==> config.mk <==
export PLATFORM = sky130hd
export DESIGN_NAME = optical_and_scheduler
export DESIGN_NICKNAME = d
export VERILOG_FILES = /design/src/rtl/optical_pkg.sv /design/src/rtl/rr_arbiter.sv /design/src/rtl/optical_and_scheduler.sv
export SDC_FILE = /design/constraint.sdc
export NUM_CORES = 1
export LEC_CHECK = 0
export ABC_CLOCK_PERIOD_IN_PS = 2900
export BUFFER_PORTS_ARGS = -buffer_cell sky130_fd_sc_hd__buf_2
export CORE_MARGIN = 2
export CORE_UTILIZATION = 25
export CTS_BUF_LIST = sky130_fd_sc_hd__clkbuf_4 sky130_fd_sc_hd__clkbuf_8
export CTS_CLUSTER_DIAMETER = 80
export DETAILED_ROUTE_END_ITERATION = 8
export SYNTH_ARGS = -nofsm -noshare
export SYNTH_HDL_FRONTEND = slang
export SYNTH_SLANG_ARGS = --single-unit
export TNS_END_PERCENT = 50
==> constraint.sdc <==
create_clock -name clk -period 2.9 [get_ports clk]
set_input_delay 0.58 -clock clk [delete_from_list [all_inputs] [get_ports clk]]
set_output_delay 0.58 -clock clk [all_outputs]
set_load 0.01 [all_outputs]
==> src/rtl/optical_pkg.sv <==
// Shared types and defaults for the optical-gate schedulers.
// Holds the FSM state encoding and the default medium settle / laser cool-down times.
package optical_pkg;

  typedef enum logic [2:0] {
    IDLE   = 3'd0,
    SETTLE = 3'd1,
    SAMPLE = 3'd2,
    RESP   = 3'd3,
    COOL   = 3'd4
  } state_t;

  localparam int DEF_SETTLE_CYC = 3;
  localparam int DEF_COOL_CYC   = 2;

  function automatic int max2(input int a, input int b);
    return (a > b) ? a : b;
  endfunction

endpackage

==> src/rtl/rr_arbiter.sv <==
// Combinational round-robin pick: first set request at or after the pointer, wrapping to 0.
// Zero latency; no backpressure, the caller decides when the winner is consumed.
module rr_arbiter #(
  parameter int NREQ = 4,
  parameter int ID_W = $clog2(NREQ)
) (
  input  logic [NREQ-1:0] i_req,
  input  logic [ID_W-1:0] i_ptr,
  output logic [NREQ-1:0] o_win,
  output logic [ID_W-1:0] o_idx
);

  logic            w_found;
  logic [ID_W-1:0] w_j;

  always_comb begin
    o_win   = '0;
    o_idx   = '0;
    w_found = 1'b0;
    w_j     = '0;
    for (int k = 0; k < NREQ; k++) begin
      w_j = ID_W'((int'(i_ptr) + k) % NREQ);
      if (!w_found && i_req[w_j]) begin
        w_found    = 1'b1;
        o_win[w_j] = 1'b1;
        o_idx      = w_j;
      end
    end
  end

endmodule

==> src/rtl/optical_and_scheduler.sv <==
// Shares one optical AND gate among NREQ requesters: grant, settle lasers, sample, respond, cool.
// gnt at t -> rsp_valid at t+SETTLE_CYC+2; rsp_ready low holds the response and blocks new grants.
module optical_and_scheduler
  import optical_pkg::*;
#(
  parameter int NREQ       = 4,
  parameter int SETTLE_CYC = DEF_SETTLE_CYC,
  parameter int COOL_CYC   = DEF_COOL_CYC,
  localparam int CNT_W     = $clog2(max2(SETTLE_CYC, COOL_CYC) + 1),
  localparam int ID_W      = $clog2(NREQ)
) (
  input  logic            clk,
  input  logic            rst_n,
  input  logic [NREQ-1:0] req,
  input  logic [NREQ-1:0] op_a,
  input  logic [NREQ-1:0] op_b,
  output logic [NREQ-1:0] gnt,
  output logic            laser_a_en,
  output logic            laser_b_en,
  input  logic            det_y,
  output logic            rsp_valid,
  input  logic            rsp_ready,
  output logic [ID_W-1:0] rsp_id,
  output logic            rsp_data,
  output logic            busy
);

  localparam logic [CNT_W-1:0] SETTLE_LD = CNT_W'(SETTLE_CYC - 1);
  localparam logic [CNT_W-1:0] COOL_LD   = CNT_W'((COOL_CYC > 0) ? COOL_CYC - 1 : 0);

  state_t          r_state;
  state_t          w_next;
  logic [ID_W-1:0] r_ptr;
  logic [ID_W-1:0] r_id;
  logic            r_cap_a;
  logic            r_cap_b;
  logic            r_data;
  logic [CNT_W-1:0] r_tmr;
  logic [NREQ-1:0] w_win;
  logic [ID_W-1:0] w_idx;
  logic            w_tmr_zero;
  logic            w_take;

  rr_arbiter #(
    .NREQ (NREQ),
    .ID_W (ID_W)
  ) u_arb (
    .i_req (req),
    .i_ptr (r_ptr),
    .o_win (w_win),
    .o_idx (w_idx)
  );

  assign w_tmr_zero = (r_tmr == '0);
  assign w_take     = (r_state == IDLE) && (|req);

  always_ff @(posedge clk or negedge rst_n) begin
    if (!rst_n) r_state <= IDLE;
    else        r_state <= w_next;
  end

  always_comb begin
    w_next = r_state;
    case (r_state)
      IDLE:    if (|req) w_next = SETTLE;
      SETTLE:  if (w_tmr_zero) w_next = SAMPLE;
      SAMPLE:  w_next = RESP;
      RESP:    if (rsp_ready) w_next = (COOL_CYC > 0) ? COOL : IDLE;
      COOL:    if (w_tmr_zero) w_next = IDLE;
      default: w_next = IDLE;
    endcase
  end

  always_comb begin
    gnt        = (r_state == IDLE) ? w_win : '0;
    laser_a_en = ((r_state == SETTLE) || (r_state == SAMPLE)) && r_cap_a;
    laser_b_en = ((r_state == SETTLE) || (r_state == SAMPLE)) && r_cap_b;
    rsp_valid  = (r_state == RESP);
    rsp_id     = r_id;
    rsp_data   = r_data;
    busy       = (r_state != IDLE);
  end

  always_ff @(posedge clk or negedge rst_n) begin
    if (!rst_n) begin
      r_ptr   <= '0;
      r_id    <= '0;
      r_cap_a <= 1'b0;
      r_cap_b <= 1'b0;
    end else if (w_take) begin
      r_ptr   <= (w_idx == ID_W'(NREQ - 1)) ? '0 : w_idx + 1'b1;
      r_id    <= w_idx;
      r_cap_a <= op_a[w_idx];
      r_cap_b <= op_b[w_idx];
    end
  end

  // Timer reaches zero on every SETTLE/COOL exit, so it only needs loading on entry.
  always_ff @(posedge clk or negedge rst_n) begin
    if (!rst_n) begin
      r_tmr <= '0;
    end else if (w_take) begin
      r_tmr <= SETTLE_LD;
    end else if ((r_state == RESP) && (w_next == COOL)) begin
      r_tmr <= COOL_LD;
    end else if (!w_tmr_zero) begin
      r_tmr <= r_tmr - 1'b1;
    end
  end

  always_ff @(posedge clk or negedge rst_n) begin
    if (!rst_n)                  r_data <= 1'b0;
    else if (r_state == SAMPLE)  r_data <= det_y;
  end

endmodule
Word level (Yosys, flattened, before mapping)
Index checks and enable logic that the tools add are counted.
{"block": "totals", "register_bits": 12, "input_bits": 16, "out_inout_bits": 11, "wordCells": 91}
{"block": "classes", "n_addsub": 5, "n_lt_le_gt_ge": 9, "eq_ne": 7, "n_mux": 41, "bitwise_logic": 3, "reduce_logical": 19}
{"op": "$mux 4", "count": 5}
{"op": "$mux 2", "count": 8}
{"op": "$lt 2x3->1 const B", "count": 5}
{"op": "$pmux 3 s5", "count": 1}
{"op": "$mux 1", "count": 13}
{"op": "$bmux 1 s2", "count": 6}
{"op": "$mux 3", "count": 4}
{"op": "$or 4x4->4", "count": 3}
{"op": "$logic_and 1x1->1", "count": 11}
{"op": "$demux 1 s2", "count": 4}
{"op": "$ge 2x1->1 const B", "count": 4}
{"op": "$eq 3x2->1 const B", "count": 2}
{"op": "$eq 3x3->1 const B", "count": 2}
{"op": "$add 2x1->2 const B", "count": 2}
{"op": "$add 2x2->2 const B", "count": 2}
{"op": "$reduce_or 4->1", "count": 1}
{"op": "$eq 3x1->1 const B", "count": 1}
{"op": "$logic_not 1->1", "count": 3}
{"op": "$logic_not 3->1", "count": 1}
{"op": "$ne 3x1->1 const B", "count": 1}
{"op": "$reduce_bool 3->1", "count": 1}
{"op": "$eq 2x2->1 const B", "count": 1}
{"op": "$logic_not 2->1", "count": 1}
{"op": "$sub 2x1->2 const B", "count": 1}
{"op": "$logic_or 1x1->1", "count": 1}

Depth between registers and ports, before layout
Gate-level depths: netlist (run 1).
{"block": "logic_depth", "word_depth": 14, "depth_mapped": 11, "ltp_nobuf": 8}

Cells and area by module
A second synthesis (run 1) with hierarchy kept.
{"block": "hier_totals", "hier_cells": 104, "area_unflattened_um2": 1112.3}
{"module": "optical_and_scheduler", "instances": 1, "cells_each": 58, "area_per_inst_um2": 693.2, "seq_area_each_um2": 300.3}
{"module": "rr_arbiter", "instances": 1, "cells_each": 46, "area_per_inst_um2": 419.2, "seq_area_each_um2": 0.0}

Least setup slack after synthesis (run 1)
OpenSTA, ideal clock, no wires.
{"block": "synth_path", "kind": "register to output", "from": "register r_ptr[1]", "to": "output port gnt[1]", "t_arrival_ps": 2156, "slack_ps": 164, "path_stages_with_launch": 11, "path_cell_list": "dfrtp_1 -> buf_4 -> buf_6 -> inv_1 -> ha_1 -> buf_2 -> mux4_2 -> nor2b_4 -> a22o_1 -> mux2i_1 -> a21oi_1"}
{"block": "synth_via", "elab_chain_len": 13, "elab_cells_between_ends": 48}
{"item": "start, declared", "line": "optical_and_scheduler.sv:33", "source": "logic [ID_W-1:0] r_ptr;"}
{"item": "start signal, assigned", "line": "optical_and_scheduler.sv:91", "source": "r_ptr <= (w_idx == ID_W'(NREQ - 1)) ? '0 : w_idx + 1'b1;"}
{"item": "branches (longest 11 deep; another with $lt 2x3->1)"}
{"item": "$mux 4 (*)", "line": "rr_arbiter.sv:23", "source": "if (!w_found && i_req[w_j]) begin"}
{"item": "$mux 4 (*)", "line": "optical_and_scheduler.sv:75", "source": "gnt = (r_state == IDLE) ? w_win : '0;"}
{"item": "end, declared", "line": "optical_and_scheduler.sv:17", "source": "output logic [NREQ-1:0] gnt,"}
Every way passes the cells marked *. The select of a mux whose other input is x is not followed.

Worst setup path after layout (run 1)
{"block": "layout_path", "from": "register r_ptr[0]", "to": "output port gnt[3]"}
The elaborated chain is that of the path after synthesis.

==> results.sh, run 1 <==
export IMPL_worstMarginPinSlew_ns=0.454
export IMPL_cts_root_buf="clkbuf_8"
export IMPL_setup_tns_ns=0
export IMPL_wl_per_cell_um=11.6
export IMPL_drc=0
export IMPL_via_per_inst=4.56
export IMPL_die_w_um=75.0
export IMPL_critical_path_class="reg2out"
export IMPL_layout_drive_gt1_share_pct=27.0
export IMPL_ant_nets=0
export IMPL_h_tree_depth=1
export IMPL_die_h_um=75.0
export IMPL_path_clk_slew_ns=0.05
export IMPL_diodes=0
export IMPL_hpwl_mm=2.08
export IMPL_synth_compound_area_share_pct=23.2
export IMPL_grt_pass1_vias=913
export IMPL_async_reset_ff_share_pct=100
export IMPL_ys_top_cells_by_area="dfrtp_1 (24%), mux2i_1 (11%), ha_1 (8.9%), a21oi_1 (6.0%), nand2_1 (5.1%)"
export IMPL_synth_cell_types=43
export IMPL_synth_edf_count=0
export IMPL_cts_tree="yes"
export IMPL_ys_seq_area_share_pct=23.8
export IMPL_port_buffers=26
export IMPL_cts_sinks=12
export IMPL_drt_pre_antenna_iters=4
export IMPL_setup_slack_ns=0.176
export IMPL_wl_mm=2.67
export IMPL_post_dp_cell_area_sq_um=1420
export IMPL_fin_crit_sh_pct=93.9
export IMPL_syn_area_sq_um=1260
export IMPL_max_vdd_ir_drop_uv=301
export IMPL_postSynthNetCount=168
export IMPL_antenna_found_initial=0
export IMPL_vias=1048
export IMPL_grt_max_degree=21
export IMPL_drt_iter0_drc=60
export IMPL_avgSynthCellArea_sq_um=8.81
export IMPL_crit_path_max_fanout=20
export IMPL_fin_worst_skew_ns=0.00187
export IMPL_netlist_instances=143
export IMPL_gp_congestion=0.779
export IMPL_dp_slack_ns=0.283
export IMPL_worst_setup_path_start_kind="flip-flop"
export IMPL_ioPinCount=27
export IMPL_utilization_pct=30.9
export IMPL_yosysTopAreaCell="dfrtp_1"
export IMPL_synth_xor_xnor_area_share_pct=2.78
export IMPL_ys_ff_latch=12
export IMPL_num_rows=25
export IMPL_grt_first_pass_wirelength_mm=4.33
export IMPL_yosysWarnings=0
export IMPL_power_leakage_nw=0.701
export IMPL_slew_headroom_pct=69.4
export IMPL_outcome="finished, final reports clean"
export IMPL_fmax_mhz=367
export IMPL_hp_class="in2async"
export IMPL_crit_required_ns=2.32
export IMPL_place_inst=227
export IMPL_syn2layout_area_growth_pct=17.3
export IMPL_cts_made_buffers=3
export IMPL_instances_no_fill=230
export IMPL_die_area_sq_um=5620
export IMPL_ys_flop_type="dfrtp_1"
export IMPL_rsz0062_at_grt="no"
export IMPL_critPathCaptureType="primary output"
export IMPL_power_density_nw_per_um2=1090
export IMPL_min_period_ns=2.72
export IMPL_muxShareOfSynthArea_pct=16.8
export IMPL_yosys_area_share_simple_pct=16.3
export IMPL_finalHoldViolations=0
export IMPL_track_usage_pct=9.88
export IMPL_synth_top_family_by_area="compound AO/OA/AOI/OAI gates"
export IMPL_max_cap_violations=0
export IMPL_clock_latency_ns=0.23
export IMPL_stdcell_area_sq_um=1480
export IMPL_setup_viol=0
export IMPL_drv_slew=0
export IMPL_finalNetCount=190
export IMPL_cp_arrival_ns=2.14
export IMPL_r2r_cells=7
export IMPL_core_area_sq_um=4790
export IMPL_synth_fa_ha_area_share_pct=8.94
export IMPL_grt_overflow=0
export IMPL_yosys_area_top_type_share_pct=23.8
export IMPL_initial_core_util_pct=26.3
export IMPL_cts_buffer_depth=2
## worst max-delay path: stages, from the launching register on
cell     delay [ns]
dfrtp_1        0.35
buf_6          0.21
mux4_2         0.61
nor2b_4        0.22
a22o_1         0.16
mux2i_1        0.07
a21oi_1        0.15
buf_2          0.14
## cells in the mapped netlist, types with 2 or more instances
| library cell | n |
|---|---|
| nor2_1 | 6 |
| xor2_1 | 3 |
| nand3b_1 | 3 |
| mux2i_1 | 14 |
| dfrtp_1 | 12 |
| a211oi_1 | 2 |
| a21oi_2 | 2 |
| nand2_1 | 17 |
| buf_2 | 4 |
| buf_4 | 3 |
| inv_1 | 7 |
| buf_6 | 2 |
| clkbuf_1 | 3 |
| nor3b_1 | 2 |
| a21boi_0 | 2 |
| a22o_1 | 4 |
| ha_1 | 9 |
| a21oi_1 | 15 |
| mux4_2 | 2 |
| and2_1 | 2 |
| o21ai_0 | 6 |
| nor3_1 | 2 |
## per-layer routing
metal	GRT usage (%)	vias to the layer above	routed length, um
met4	2.98	0	14
met3	1.34	2	99
met1	15.6	474	1440
met5	0	-	0
met2	13.7	21	1120
li1	-	551	-
## cell type report
| class | instances | area, sq um |
|---|---|---|
| sequential | 12 | 300 |
| fill | 517 | 3310 |
| multi-input combinational | 112 | 870 |
| tap | 67 | 83.8 |
| inverter | 7 | 26.3 |
| clock buffer | 3 | 41.3 |
| timing repair buffer | 29 | 156 |
## cells in the final DEF, fill, tap and decap left out, types with 2 or more instances in the layout
cell type,n
nand3b_1,3
a21oi_2,2
o21ai_0,6
buf_2,26
ha_1,8
a21oi_1,15
clkbuf_8,3
mux4_2,2
and2_1,2
a211oi_1,2
nand2_1,17
xor2_1,3
a21boi_0,2
a22o_1,4
nor3b_1,2
dfrtp_1,12
inv_1,7
buf_4,2
nor2_1,6
mux2i_1,14
nor3_1,2
## kinds of logic (layout without fill, tap and decap cells)
| family | after synthesis | after routing |
|---|---|---|
| buf+inv | 19 | 39 |
| fa+ha+maj | 9 | 9 |
| simple gates | 39 | 39 |
| flops | 12 | 12 |
| xor+xnor | 4 | 4 |
| compound gates | 42 | 42 |
| mux | 18 | 18 |
## metrics by stage
step                total power [mW]  hold WS (ns)
global placement                1.44         0.465
global route                    1.78         0.235
CTS                             1.60         0.223
floorplan                       1.23         0.284
finish                          1.62         0.213
detailed placement              1.45         0.475
## registers in the layout, indices dropped and copies added (netlist names)
name	count
r_state	3
r_ptr	2
r_tmr	2
rsp_id	2
r_cap_a	1
r_cap_b	1
rsp_data	1
## power by group
part | internal [mW] | switching [mW]
Sequential | 0.251 | 0.0634
Clock | 0.0908 | 0.0526
Combinational | 0.529 | 0.630
Total | 0.871 | 0.746
## repair_timing
action,4_1_cts,5_1_grt
buffers inserted,0,0
endpoints found under the setup margin,0,4
hold buffers,0,0
resized for setup,0,3
## final timing paths
path / slack [ns] / end / start
worst min-delay path: 0.21 / r_tmr[1]$_DFFE_PN0P_ / rst_n
worst min register to register: 0.48 / r_cap_a$_DFFE_PN0P_ / r_cap_a$_DFFE_PN0P_
max in group asynchronous: 2.48 / r_ptr[0]$_DFFE_PN0P_ / rst_n
worst max-delay path: 0.18 / gnt[3] / r_ptr[0]$_DFFE_PN0P_
worst max register to register: 0.90 / r_cap_b$_DFFE_PN0P_ / r_ptr[0]$_DFFE_PN0P_
min in group clk: 0.48 / r_cap_a$_DFFE_PN0P_ / r_cap_a$_DFFE_PN0P_
Note: power is estimated with default switching activity, not from simulation.
==> inputs of run 2 (changes only) <==
Settings changed: ABC_AREA from default to 1, CTS_CLUSTER_DIAMETER 80 to 60.
==> results.sh, run 2 <==
export IMPL_outcome="finished, final reports clean"
export IMPL_die_w_um=74.6
export IMPL_mostFrequentLayoutCells="nand2_1 (38), inv_1 (31), buf_2 (26), nand3_1 (21), buf_4 (13)"
export IMPL_power_density_nw_per_um2=1340
export IMPL_grt_pass1_vias=1050
export IMPL_synth_edf_count=0
export IMPL_synth_common_cells="nand2_1 (38), inv_1 (31), nand3_1 (21)"
export IMPL_slew_headroom_pct=66.4
export IMPL_r2r_start="r_ptr[0]$_DFFE_PN0P_"
export IMPL_gp_congestion=0.813
export IMPL_postCtsHoldBufs=0
export IMPL_max_cap_violations=0
export IMPL_fin_crit_sh_pct=93.0
export IMPL_syn_area_sq_um=1250
export IMPL_synth_fa_ha_area_share_pct=9.04
export IMPL_power_leakage_nw=0.899
export IMPL_yosysWarnings=0
export IMPL_worst_path_buf_inv=6
export IMPL_final_common_cell="nand2_1"
export IMPL_worstMarginPinSlew_ns=0.502
export IMPL_cts_made_buffers=3
export IMPL_crit_chain="inv_8 > ha_2 > inv_1 > nand3_2 > nand2_4 > inv_2 > nor2_8 > nand2_4 > inv_1 > nand3_1 > nand4_1 > nand2_1 > inv_1 > buf_2"
export IMPL_worst_setup_path_start_kind="flip-flop"
export IMPL_grt_overflow=0
export IMPL_cts_root_buf="clkbuf_8"
export IMPL_crit_path_max_incr_delay_ns=0.44
export IMPL_h_tree_depth=1
export IMPL_worst_path_most_repeated_cell="inv_1"
export IMPL_synth_compound_area_share_pct=8.03
export IMPL_hpwl_mm=2.16
export IMPL_path_clk_slew_ns=0.06
export IMPL_yosys_area_share_simple_pct=45.8
export IMPL_cts_sinks=12
export IMPL_async_reset_ff_share_pct=100
export IMPL_dp_slack_ns=0.309
export IMPL_wl_per_cell_um=10.0
export IMPL_drv_slew=0
export IMPL_port_buffers=26
export IMPL_vias=1193
export IMPL_synth_top_family_by_area="simple AND/OR/NAND/NOR gates"
export IMPL_ant_nets=0
export IMPL_avgSynthCellArea_sq_um=7.25
export IMPL_cp_arrival_ns=2.12
export IMPL_rsz0062_at_grt="no"
export IMPL_clock_latency_ns=0.24
export IMPL_antenna_found_initial=0
export IMPL_max_vdd_ir_drop_uv=481
export IMPL_critical_path_class="reg2out"
export IMPL_finalHoldViolations=0
export IMPL_setup_slack_ns=0.203
export IMPL_ioPinCount=27
export IMPL_initial_core_util_pct=26.2
export IMPL_num_rows=25
export IMPL_crit_required_ns=2.32
export IMPL_ys_flop_type="dfrtp_1"
export IMPL_cts_tree="yes"
export IMPL_postSynthNetCount=197
export IMPL_synth_xor_xnor_area_share_pct=0.703
export IMPL_crit_path_max_fanout=8
export IMPL_setup_viol=0
export IMPL_grt_max_degree=14
export IMPL_largest_reg_flops=3
export IMPL_layout_drive_gt1_share_pct=33.6
export IMPL_core_area_sq_um=4750
export IMPL_muxShareOfSynthArea_pct=0.904
export IMPL_synth_cell_types=30
export IMPL_min_period_ns=2.70
export IMPL_via_per_inst=4.25
export IMPL_grt_first_pass_wirelength_mm=4.52
export IMPL_drt_pre_antenna_iters=4
export IMPL_power_mw=2.16
export IMPL_track_usage_pct=10.2
export IMPL_ys_top_cells_by_area="dfrtp_1 (24%), nand2_1 (11%), inv_1 (9.3%), ha_1 (9.0%), nand3_1 (8.4%)"
export IMPL_critPathCaptureType="primary output"
export IMPL_cp_startpoint="r_ptr[0]$_DFFE_PN0P_"
export IMPL_wl_mm=2.82
export IMPL_fmax_mhz=371
export IMPL_die_area_sq_um=5570
export IMPL_setup_tns_ns=0
export IMPL_yosys_area_top_type_share_pct=24.1
export IMPL_netlist_instances=172
export IMPL_diodes=0
export IMPL_cts_buffer_depth=2
export IMPL_yosysTopAreaCell="dfrtp_1"
export IMPL_syn2layout_area_growth_pct=28.9
export IMPL_crit_slowest_cell="dfrtp_2"
export IMPL_critical_path_top_delay_family="simple AND/OR/NAND/NOR gates"
export IMPL_ys_ff_latch=12
export IMPL_nFillCells=526
export IMPL_finalNetCount=240
export IMPL_ys_seq_area_share_pct=24.1
export IMPL_regMostFlops="r_state"
export IMPL_hp_class="in2async"
export IMPL_fin_worst_skew_ns=0.00681
export IMPL_r2r_setup_slack_ns=0.74
export IMPL_drt_iter0_drc=53
export IMPL_drc=0
export IMPL_die_h_um=74.6
export IMPL_synth_most_common_cell="nand2_1"
## run 2: power by group
group	internal, mW	leakage, nW	switching (mW)	total [mW]
logic	0.647	0.729	1.01	1.66
registers	0.257	0.141	0.0588	0.316
clock network	0.120	0.0288	0.0588	0.178
total	1.02	0.899	1.13	2.16
## run 2: cells by family after synthesis
logic type | after synthesis
adders and majority gates | 9
AOI/OAI and AO/OA | 17
and+or+nand+nor | 98
DFF | 12
muxes | 1
buffers and inverters | 34
xor gates and xnor gates | 1
## run 2: final cells by class
class                      instances  area, sq um  area share (%)
inverter                          33          131            8.18
clock buffer                       4         55.1            3.43
sequential                        12          303            18.8
multi-input combinational        126          806            50.2
tap                               67         83.8            5.22
timing repair buffer              39          228            14.2
## run 2: path summary, 6_finish.rpt
path                                             end  cells after the start
worst min-delay path            r_state[2]$_DFF_PN0_                      1
worst max-delay path                          gnt[3]                     14
max in group asynchronous       r_ptr[1]$_DFFE_PN0P_                      1
worst max register to register   r_cap_a$_DFFE_PN0P_                     15
min in group clk                 r_cap_a$_DFFE_PN0P_                      2
worst min register to register   r_cap_a$_DFFE_PN0P_                      2
## run 2: stage by stage
| stage | instance area (sq um) | utilization [%] | std cells | hold WS (ns) |
|---|---|---|---|---|
| 2_1_floorplan | 1250 | - | 172 | 0.284 |
| 5_1_grt | 1610 | 33.8 | 281 | 0.218 |
| 6_report | 1610 | 33.8 | 281 | 0.209 |
| 3_3_place_gp | 1460 | 30.8 | 266 | 0.474 |
| 3_5_place_dp | 1460 | 30.8 | 266 | 0.471 |
| 4_1_cts | 1520 | 31.9 | 270 | 0.216 |
## run 2: layer usage
layer / vias up / share of wire [%] / GRT usage, %
met5: - / 0 / 0
met4: 0 / 0.28 / 1.79
met3: 2 / 4.4 / 2.44
met2: 27 / 48 / 16.9
met1: 526 / 47 / 13.8
li1: 638 / - / -
## run 2: repair_timing
| item | 4_1_cts | 5_1_grt |
|---|---|---|
| resized for setup | 0 | 3 |
| endpoints found under the hold margin | 0 | 0 |
| setup buffers | 0 | 11 |
| endpoints found under the setup margin | 0 | 4 |
